`config.mk`:
```
export PLATFORM = sky130hd
export DESIGN_NAME = demux4_buf_flat
export DESIGN_NICKNAME = d
export VERILOG_FILES = /design/src/rtl/demux4_buf_if.sv /design/src/rtl/demux4_buf.sv /design/src/flat_wrapper.sv
export SDC_FILE = /design/constraint.sdc
export NUM_CORES = 1
export LEC_CHECK = 0
export BUFFER_PORTS_ARGS = -buffer_cell sky130_fd_sc_hd__buf_4
export CORE_UTILIZATION = 54
export CTS_BUF_LIST = sky130_fd_sc_hd__clkbuf_8
export CTS_CLUSTER_SIZE = 24
export DETAILED_ROUTE_END_ITERATION = 10
export PLACE_DENSITY = 0.92
export SLEW_MARGIN = 20
export SYNTH_ARGS = -nofsm -noshare
export SYNTH_HDL_FRONTEND = slang
export SYNTH_SLANG_ARGS = --single-unit
```
`constraint.sdc`:
```
create_clock -name clk -period 3.8 [get_ports clk]
set_clock_uncertainty 0.1 [all_clocks]
set_input_delay 0.19 -clock clk [delete_from_list [all_inputs] [get_ports clk]]
set_output_delay 0.19 -clock clk [all_outputs]
set_load 0.01 [all_outputs]
```
`src/rtl/demux4_buf_if.sv`:
```
// rtl/demux4_buf_if.sv - handshake bundle for the 4-way buffered demux
// slave modport faces the demux, master modport faces upstream and the four consumers.
interface demux4_buf_if #(
    parameter int WIDTH = 8
);
    logic             in_valid;
    logic             in_ready;
    logic [WIDTH-1:0] d;
    logic [1:0]       s;
    logic [WIDTH-1:0] y0;
    logic [WIDTH-1:0] y1;
    logic [WIDTH-1:0] y2;
    logic [WIDTH-1:0] y3;
    logic [3:0]       out_valid;
    logic [3:0]       out_ready;

    modport master (
        output in_valid, d, s, out_ready,
        input  in_ready, y0, y1, y2, y3, out_valid
    );

    modport slave (
        input  in_valid, d, s, out_ready,
        output in_ready, y0, y1, y2, y3, out_valid
    );
endinterface

```
`src/rtl/demux4_buf.sv`:
```
// rtl/demux4_buf.sv - 1-to-4 demux with a one-entry skid-free buffer per channel
// Define DEMUX4_BCAST_EN to add the bcast input that loads all four channels at once.
module demux4_buf #(
    parameter int WIDTH = 8
) (
    input  logic          clk,
    input  logic          reset,
`ifdef DEMUX4_BCAST_EN
    input  logic          bcast,
`endif
    demux4_buf_if.slave   bus
);
    logic [WIDTH-1:0] y_q [4];
    logic [3:0]       vld_q;
    logic [3:0]       space;
    logic [3:0]       load;
    logic             ready_c;

    // A channel can take a word if empty or if its consumer drains it on this edge.
    always_comb begin
        space   = ~vld_q | bus.out_ready;
        load    = 4'b0000;
        ready_c = space[bus.s];
`ifdef DEMUX4_BCAST_EN
        if (bcast) begin
            ready_c = &space;
        end
`endif
        ready_c = ready_c & reset;
        if (bus.in_valid && ready_c) begin
            load[bus.s] = 1'b1;
`ifdef DEMUX4_BCAST_EN
            if (bcast) begin
                load = 4'b1111;
            end
`endif
        end
    end

    always_ff @(posedge clk or negedge reset) begin
        if (!reset) begin
            vld_q <= 4'b0000;
            for (int i = 0; i < 4; i++) begin
                y_q[i] <= '0;
            end
        end else begin
            for (int i = 0; i < 4; i++) begin
                if (load[i]) begin
                    y_q[i]   <= bus.d;
                    vld_q[i] <= 1'b1;
                end else if (vld_q[i] && bus.out_ready[i]) begin
                    vld_q[i] <= 1'b0;
                end
            end
        end
    end

    assign bus.in_ready  = ready_c;
    assign bus.out_valid = vld_q;
    assign bus.y0        = y_q[0];
    assign bus.y1        = y_q[1];
    assign bus.y2        = y_q[2];
    assign bus.y3        = y_q[3];
endmodule

```
`src/flat_wrapper.sv`:
```
// flat-port wrapper written by rule: the top's interface ports become plain ports
module demux4_buf_flat 
#(
    parameter int WIDTH = 8
)
  (clk, reset, bus_in_valid, bus_d, bus_s, bus_out_ready, bus_in_ready, bus_y0, bus_y1, bus_y2, bus_y3, bus_out_valid);
  demux4_buf_if #(.WIDTH(WIDTH)) bus_i ();
  input  logic clk;
  input  logic reset;
  input wire logic [$bits(bus_i.in_valid)-1:0] bus_in_valid;
  input wire logic [$bits(bus_i.d)-1:0] bus_d;
  input wire logic [$bits(bus_i.s)-1:0] bus_s;
  input wire logic [$bits(bus_i.out_ready)-1:0] bus_out_ready;
  output wire logic [$bits(bus_i.in_ready)-1:0] bus_in_ready;
  output wire logic [$bits(bus_i.y0)-1:0] bus_y0;
  output wire logic [$bits(bus_i.y1)-1:0] bus_y1;
  output wire logic [$bits(bus_i.y2)-1:0] bus_y2;
  output wire logic [$bits(bus_i.y3)-1:0] bus_y3;
  output wire logic [$bits(bus_i.out_valid)-1:0] bus_out_valid;
  assign bus_i.in_valid = bus_in_valid;
  assign bus_i.d = bus_d;
  assign bus_i.s = bus_s;
  assign bus_i.out_ready = bus_out_ready;
  assign bus_in_ready = bus_i.in_ready;
  assign bus_y0 = bus_i.y0;
  assign bus_y1 = bus_i.y1;
  assign bus_y2 = bus_i.y2;
  assign bus_y3 = bus_i.y3;
  assign bus_out_valid = bus_i.out_valid;
  demux4_buf #(.WIDTH(WIDTH)) u_core (.clk(clk), .reset(reset), .bus(bus_i));
endmodule
```
* After elaboration in Yosys (flattened, before gate mapping) *
Cells that the tools add are included.

operators by class
  bitwise operators = 3
  reductions and logical operators = 10
  mux-type cells = 13
  divide/modulo/power cells = 0
  $lt $le $gt $ge = 2
  equality and inequality tests = 0
  $add $sub $neg = 0
  shift-type cells = 0
  multipliers = 0

operators with widths
  kind                                                                                  number
  1-bit 2-to-1 mux                                                                      10
  2-bit nonzero test                                                                    4
  1-bit logical AND                                                                     6
  4-bit 2-to-1 mux                                                                      1
  4-bit inverter                                                                        1
  4-bit OR                                                                              1
  2-bit by 3-bit less-than comparator with 1-bit output (second input constant)         1
  1-bit binary-select mux with 2-bit select                                             1
  1-bit demux with 2-bit select                                                         1
  2-bit by 1-bit greater-or-equal comparator with 1-bit output (second input constant)  1
  1-bit AND                                                                             1

word-level totals
  memory bits (writable) = 0
  output and inout bits = 37
  bits in read-only memories = 0
  memories kept = 0
  bits in registers = 36
  bits in latches = 0
  word-level logic and storage cells = 36
  bits of input ports = 17

* Logic depth before layout (Yosys ltp) *
  word-level depth = 8
  depth in mapped cells = 4
  depth with buffers taken out = 3

* Worst setup path after synthesis *
OpenSTA, ideal clock, no wires.

  path kind = reg2reg
  start point = register u_core.vld_q[2] (netlist: u_core.bus.out_valid[2])
  end point = register u_core.y_q, in the netlist u_core.bus.y2[0]
  arrival = 1.255 ns
  period minus slack after synthesis = 1.479 ns
  data required time = 3.575 ns
  buffers on the path = 0
  setup time = 0.125 ns
  cell stages (with the launch flop) = 4
  slack = 2.321 ns
  cell sequence = dfrtp_1 > nor2b_1 > nor3_4 > mux2_2

on the way
  longest elaborated chain between the ends = 7

ends and longest elaborated chain
  element                                    RTL line          RTL
  from (decl)                                demux4_buf.sv:14  logic [3:0] vld_q;
  from (signal assigned)                     demux4_buf.sv:42  vld_q <= 4'b0000;
  from (signal, indexed assignment)          demux4_buf.sv:50  vld_q[i] <= 1'b1;
  from (signal, indexed assignment)          demux4_buf.sv:52  vld_q[i] <= 1'b0;
  4-bit inverter                             demux4_buf.sv:21  space = ~vld_q | bus.out_ready;
  4-bit OR                                   demux4_buf.sv:21
  1-bit binary-select mux with 2-bit select  demux4_buf.sv:23  ready_c = space[bus.s];
  1-bit 2-to-1 mux (not written as such)     demux4_buf.sv:23
  1-bit AND                                  demux4_buf.sv:29  ready_c = ready_c & reset;
  1-bit logical AND                          demux4_buf.sv:30  if (bus.in_valid && ready_c) begin
  4-bit 2-to-1 mux                           demux4_buf.sv:30
  to (signal, indexed assignment)            demux4_buf.sv:49  y_q[i] <= bus.d;
  to (decl)                                  demux4_buf.sv:13  logic [WIDTH-1:0] y_q [4];

No other way between the ends. The select of a mux whose other input is x is not followed.
A chain may end at the register's enable or synchronous reset.

* Final worst setup path *
  start point = input port reset
  end point = register u_core.y_q, in the netlist u_core.bus.y1[3]

on the way
  longest elaborated chain between the ends = 3

ends and longest elaborated chain
  element            RTL line           RTL
  from (decl)        flat_wrapper.sv:9  input logic reset;
  1-bit AND          demux4_buf.sv:29
  1-bit logical AND  demux4_buf.sv:30
  4-bit 2-to-1 mux   demux4_buf.sv:30

No other way between the ends.

==> run_results.csv <==
group,metric,value,unit
run_status,outcome,"finished clean",
finish,multi_input_area,524,um^2
global_routing,antenna_found_initial,0,
timing,hold_violations,0,
yosys,yosysSeqAreaShare,62.7,%
timing,max_freq,440,MHz
yosys,ys_seq_elements,36,
route,wl,2.79,mm
finish,antennaDiodeCount,0,
route,drtIter0Drc,5,
placed_design,place.gp.congestion,0.724,
timing,setup_ws,1530,ps
global_routing,grt_pass1_vias,903,
route,via_per_inst,5.29,
worst_setup_path,worstPathArrival,2350,ps
clock_network,clock_path_buffers,2,
finish,syn2layout_area_growth,36.9,%
worst_setup_path,path_max_fanout,41,
worst_setup_path,cp_cell_sequence,"dlygate4sd3_1, buf_4, nand4b_1, nor2b_1, mux2_2",
yosys,synth_area_leaders,"dfrtp_1, mux2_2, nand4_2",
floorplan,io_pins,54,
clock_network,root_buffer,"clkbuf_8",
clock_network,htree_levels,2,
hold_path,hold_path_class,"primary input to flip-flop",
yosys,yosysTopAreaCell,"dfrtp_1",
worst_setup_path,crit_path_top_delay_cell,"nor2b_1",
job,cap_viol_max_count,0,
finish,drive_above_1_share,65.6,%
timing,slew_headroom,52.5,%
timing,finalMaxSlewViolations,0,
worst_setup_path,worst_setup_path_start_kind,"primary input",
yosys,synthCells,90,
timing,rsz0062_at_grt,"no",
route,vias,957,
clock_network,tritoncts,"done",
worst_setup_path,rrSetupSlack,2090,ps
power,p_leak,0.948,nW
timing,fin_crit_sh,59.9,%
worst_setup_path,slowest_delay,600,ps
worst_setup_path,worstSetupPathType,"primary input to flip-flop",
route,postRouteAntennaNets,0,
clock_network,clock_latency,290,ps
timing,period_needed,2270,ps
power,powerDensity,542,nW/um^2
floorplan,die_x,53.6,um
yosys,syn_area_per_cell,16.0,um^2
route,drt_pass1_iterations,3,
worst_setup_path,end_kind,"flip-flop",
clock_network,cts_resized,0,
timing,fin_setup_tns,0,ps
yosys,syn-num-nets,107,
global_routing,grt_pass1_wl,4.27,mm
placed_design,post-place-ws,1720,ps
finish,final.fill_count,153,
timing,tightest_slew,711,ps
floorplan,num_rows,18,
route,wire_per_inst,15.4,um
floorplan,die_h,53.6,um
yosys,yosysTopAreaCellShare,62.7,%
yosys,synth_commonest_cells,"dfrtp_1, mux2_2",
yosys,synth_ff_type,"dfrtp_1",
power,peakVddDrop,0.407,mV
yosys,yosysMostFrequentCell,"dfrtp_1",
global_routing,grt.total_usage,22.8,%
placed_design,portBuffers,53,
yosys,synth_cell_type_count,20,
yosys,yosys_warnings,0,
yosys,synth_edf_count,0,
yosys,async_reset_ff_share,100,%
clock_network,cts_hold_buf,1,
clock_network,clock_sinks,36,
worst_setup_path,cp.required,3880,ps
floorplan,core-area,2500,um^2
global_routing,grt_max_degree,42,
floorplan,die_area,2870,um^2
yosys,syn_area,1440,um^2
finish,seq_area,901,um^2
clock_network,numCtsBuffers,5,
floorplan,initial_core_util,57.5,%
clock_network,post_cts_buffers,0,
placed_design,dp_hpwl,1.88,mm
global_routing,grt_overflow,0,
finish,layout.nets,167,
clock_network,cts.clk_slew.worst_paths,70,ps
timing,setup_violations,0,
route,post-route-drc-count,0,
[kinds of logic (layout without fill, tap and decap cells)]
| group | Yosys count | after routing | share of synthesized area (%) |
|---|---|---|---|
| AND/OR/NAND/NOR | 15 | 15 | 8.45 |
| multiplexers | 32 | 32 | 25.1 |
| flip-flops | 36 | 36 | 62.7 |
| AO/OA/AOI/OAI | 5 | 5 | 2.96 |
| buffers and inverters | 2 | 63 | 0.784 |
[registers in the layout, indices dropped and copies added, names as in the netlist]
signal	cells
u_core.bus.out_valid	4
u_core.bus.y1	8
u_core.bus.y2	8
u_core.bus.y3	8
u_core.bus.y0	8
[where the power goes]
| part | switching (mW) | total, mW | internal (mW) |
|---|---|---|---|
| registers | 0.0463 | 0.510 | 0.463 |
| clock network | 0.132 | 0.276 | 0.144 |
| logic | 0.111 | 0.281 | 0.169 |
| total | 0.289 | 1.07 | 0.777 |
[worst max-delay path: cells and delay by family]
| family | cells | cell delay [ps] |
|---|---|---|
| buf+inv | 2 | 960 |
| mux | 1 | 410 |
| simple gates | 2 | 780 |
[metrics by stage]
| step | std cells | power [mW] | instance area, um^2 | utilization, % | hold WS (ps) |
|---|---|---|---|---|---|
| 6_report | 181 | 1.07 | 1970 | 78.7 | 57.9 |
| 5_1_grt | 181 | 1.12 | 1970 | 78.7 | 51.6 |
| 4_1_cts | 181 | 1.08 | 1970 | 78.7 | 52.8 |
| 3_5_place_dp | 172 | 0.797 | 1860 | 74.6 | 86.3 |
| 3_3_place_gp | 172 | 0.789 | 1860 | 74.6 | 79.1 |
| 2_1_floorplan | 90 | 0.627 | 1440 | - | -206 |
[worst paths after layout]
kind | end | cells after the start | from
setup reg to reg | u_core.bus.y1[3]$_DFFE_PN0P_ | 3 | u_core.bus.out_valid[1]$_DFFE_PN0P_
setup / recovery | u_core.bus.y1[3]$_DFFE_PN0P_ | 5 | reset
min in group asynchronous | u_core.bus.y3[5]$_DFFE_PN0P_ | 2 | reset
hold reg to reg | u_core.bus.y2[6]$_DFFE_PN0P_ | 1 | u_core.bus.y2[6]$_DFFE_PN0P_
hold / removal | u_core.bus.y1[5]$_DFFE_PN0P_ | 2 | bus_d[5]
max in group asynchronous | u_core.bus.y3[4]$_DFFE_PN0P_ | 2 | reset
[layout by cell type, fill, tap and decap left out, drive strengths merged, types with 2 or more instances in the layout]
cell type	n
nor2b	2
nand2b	2
clkbuf	6
nand2	2
clkinv	2
mux2	32
nand4	2
a21oi	2
buf	53
dfrtp	36
[final cells by class]
type                       instances  share of cell area (%)
tap                               30                    1.91
timing repair buffer              54                    20.7
clock buffer                       6                    4.20
multi-input combinational         52                    26.7
clock inverter                     2                   0.509
sequential                        36                    45.8
inverter                           1                   0.191
[per-layer routing]
layer / vias to the layer above / GRT usage (%) / share of wire, %
met4: 0 / 13.2 / 2.0
met2: 41 / 34.2 / 46
met5: - / 0 / 0
met1: 466 / 29.9 / 46
li1: 442 / - / -
met3: 8 / 6.21 / 6.3
Note: power is estimated with default switching activity, not from simulation.
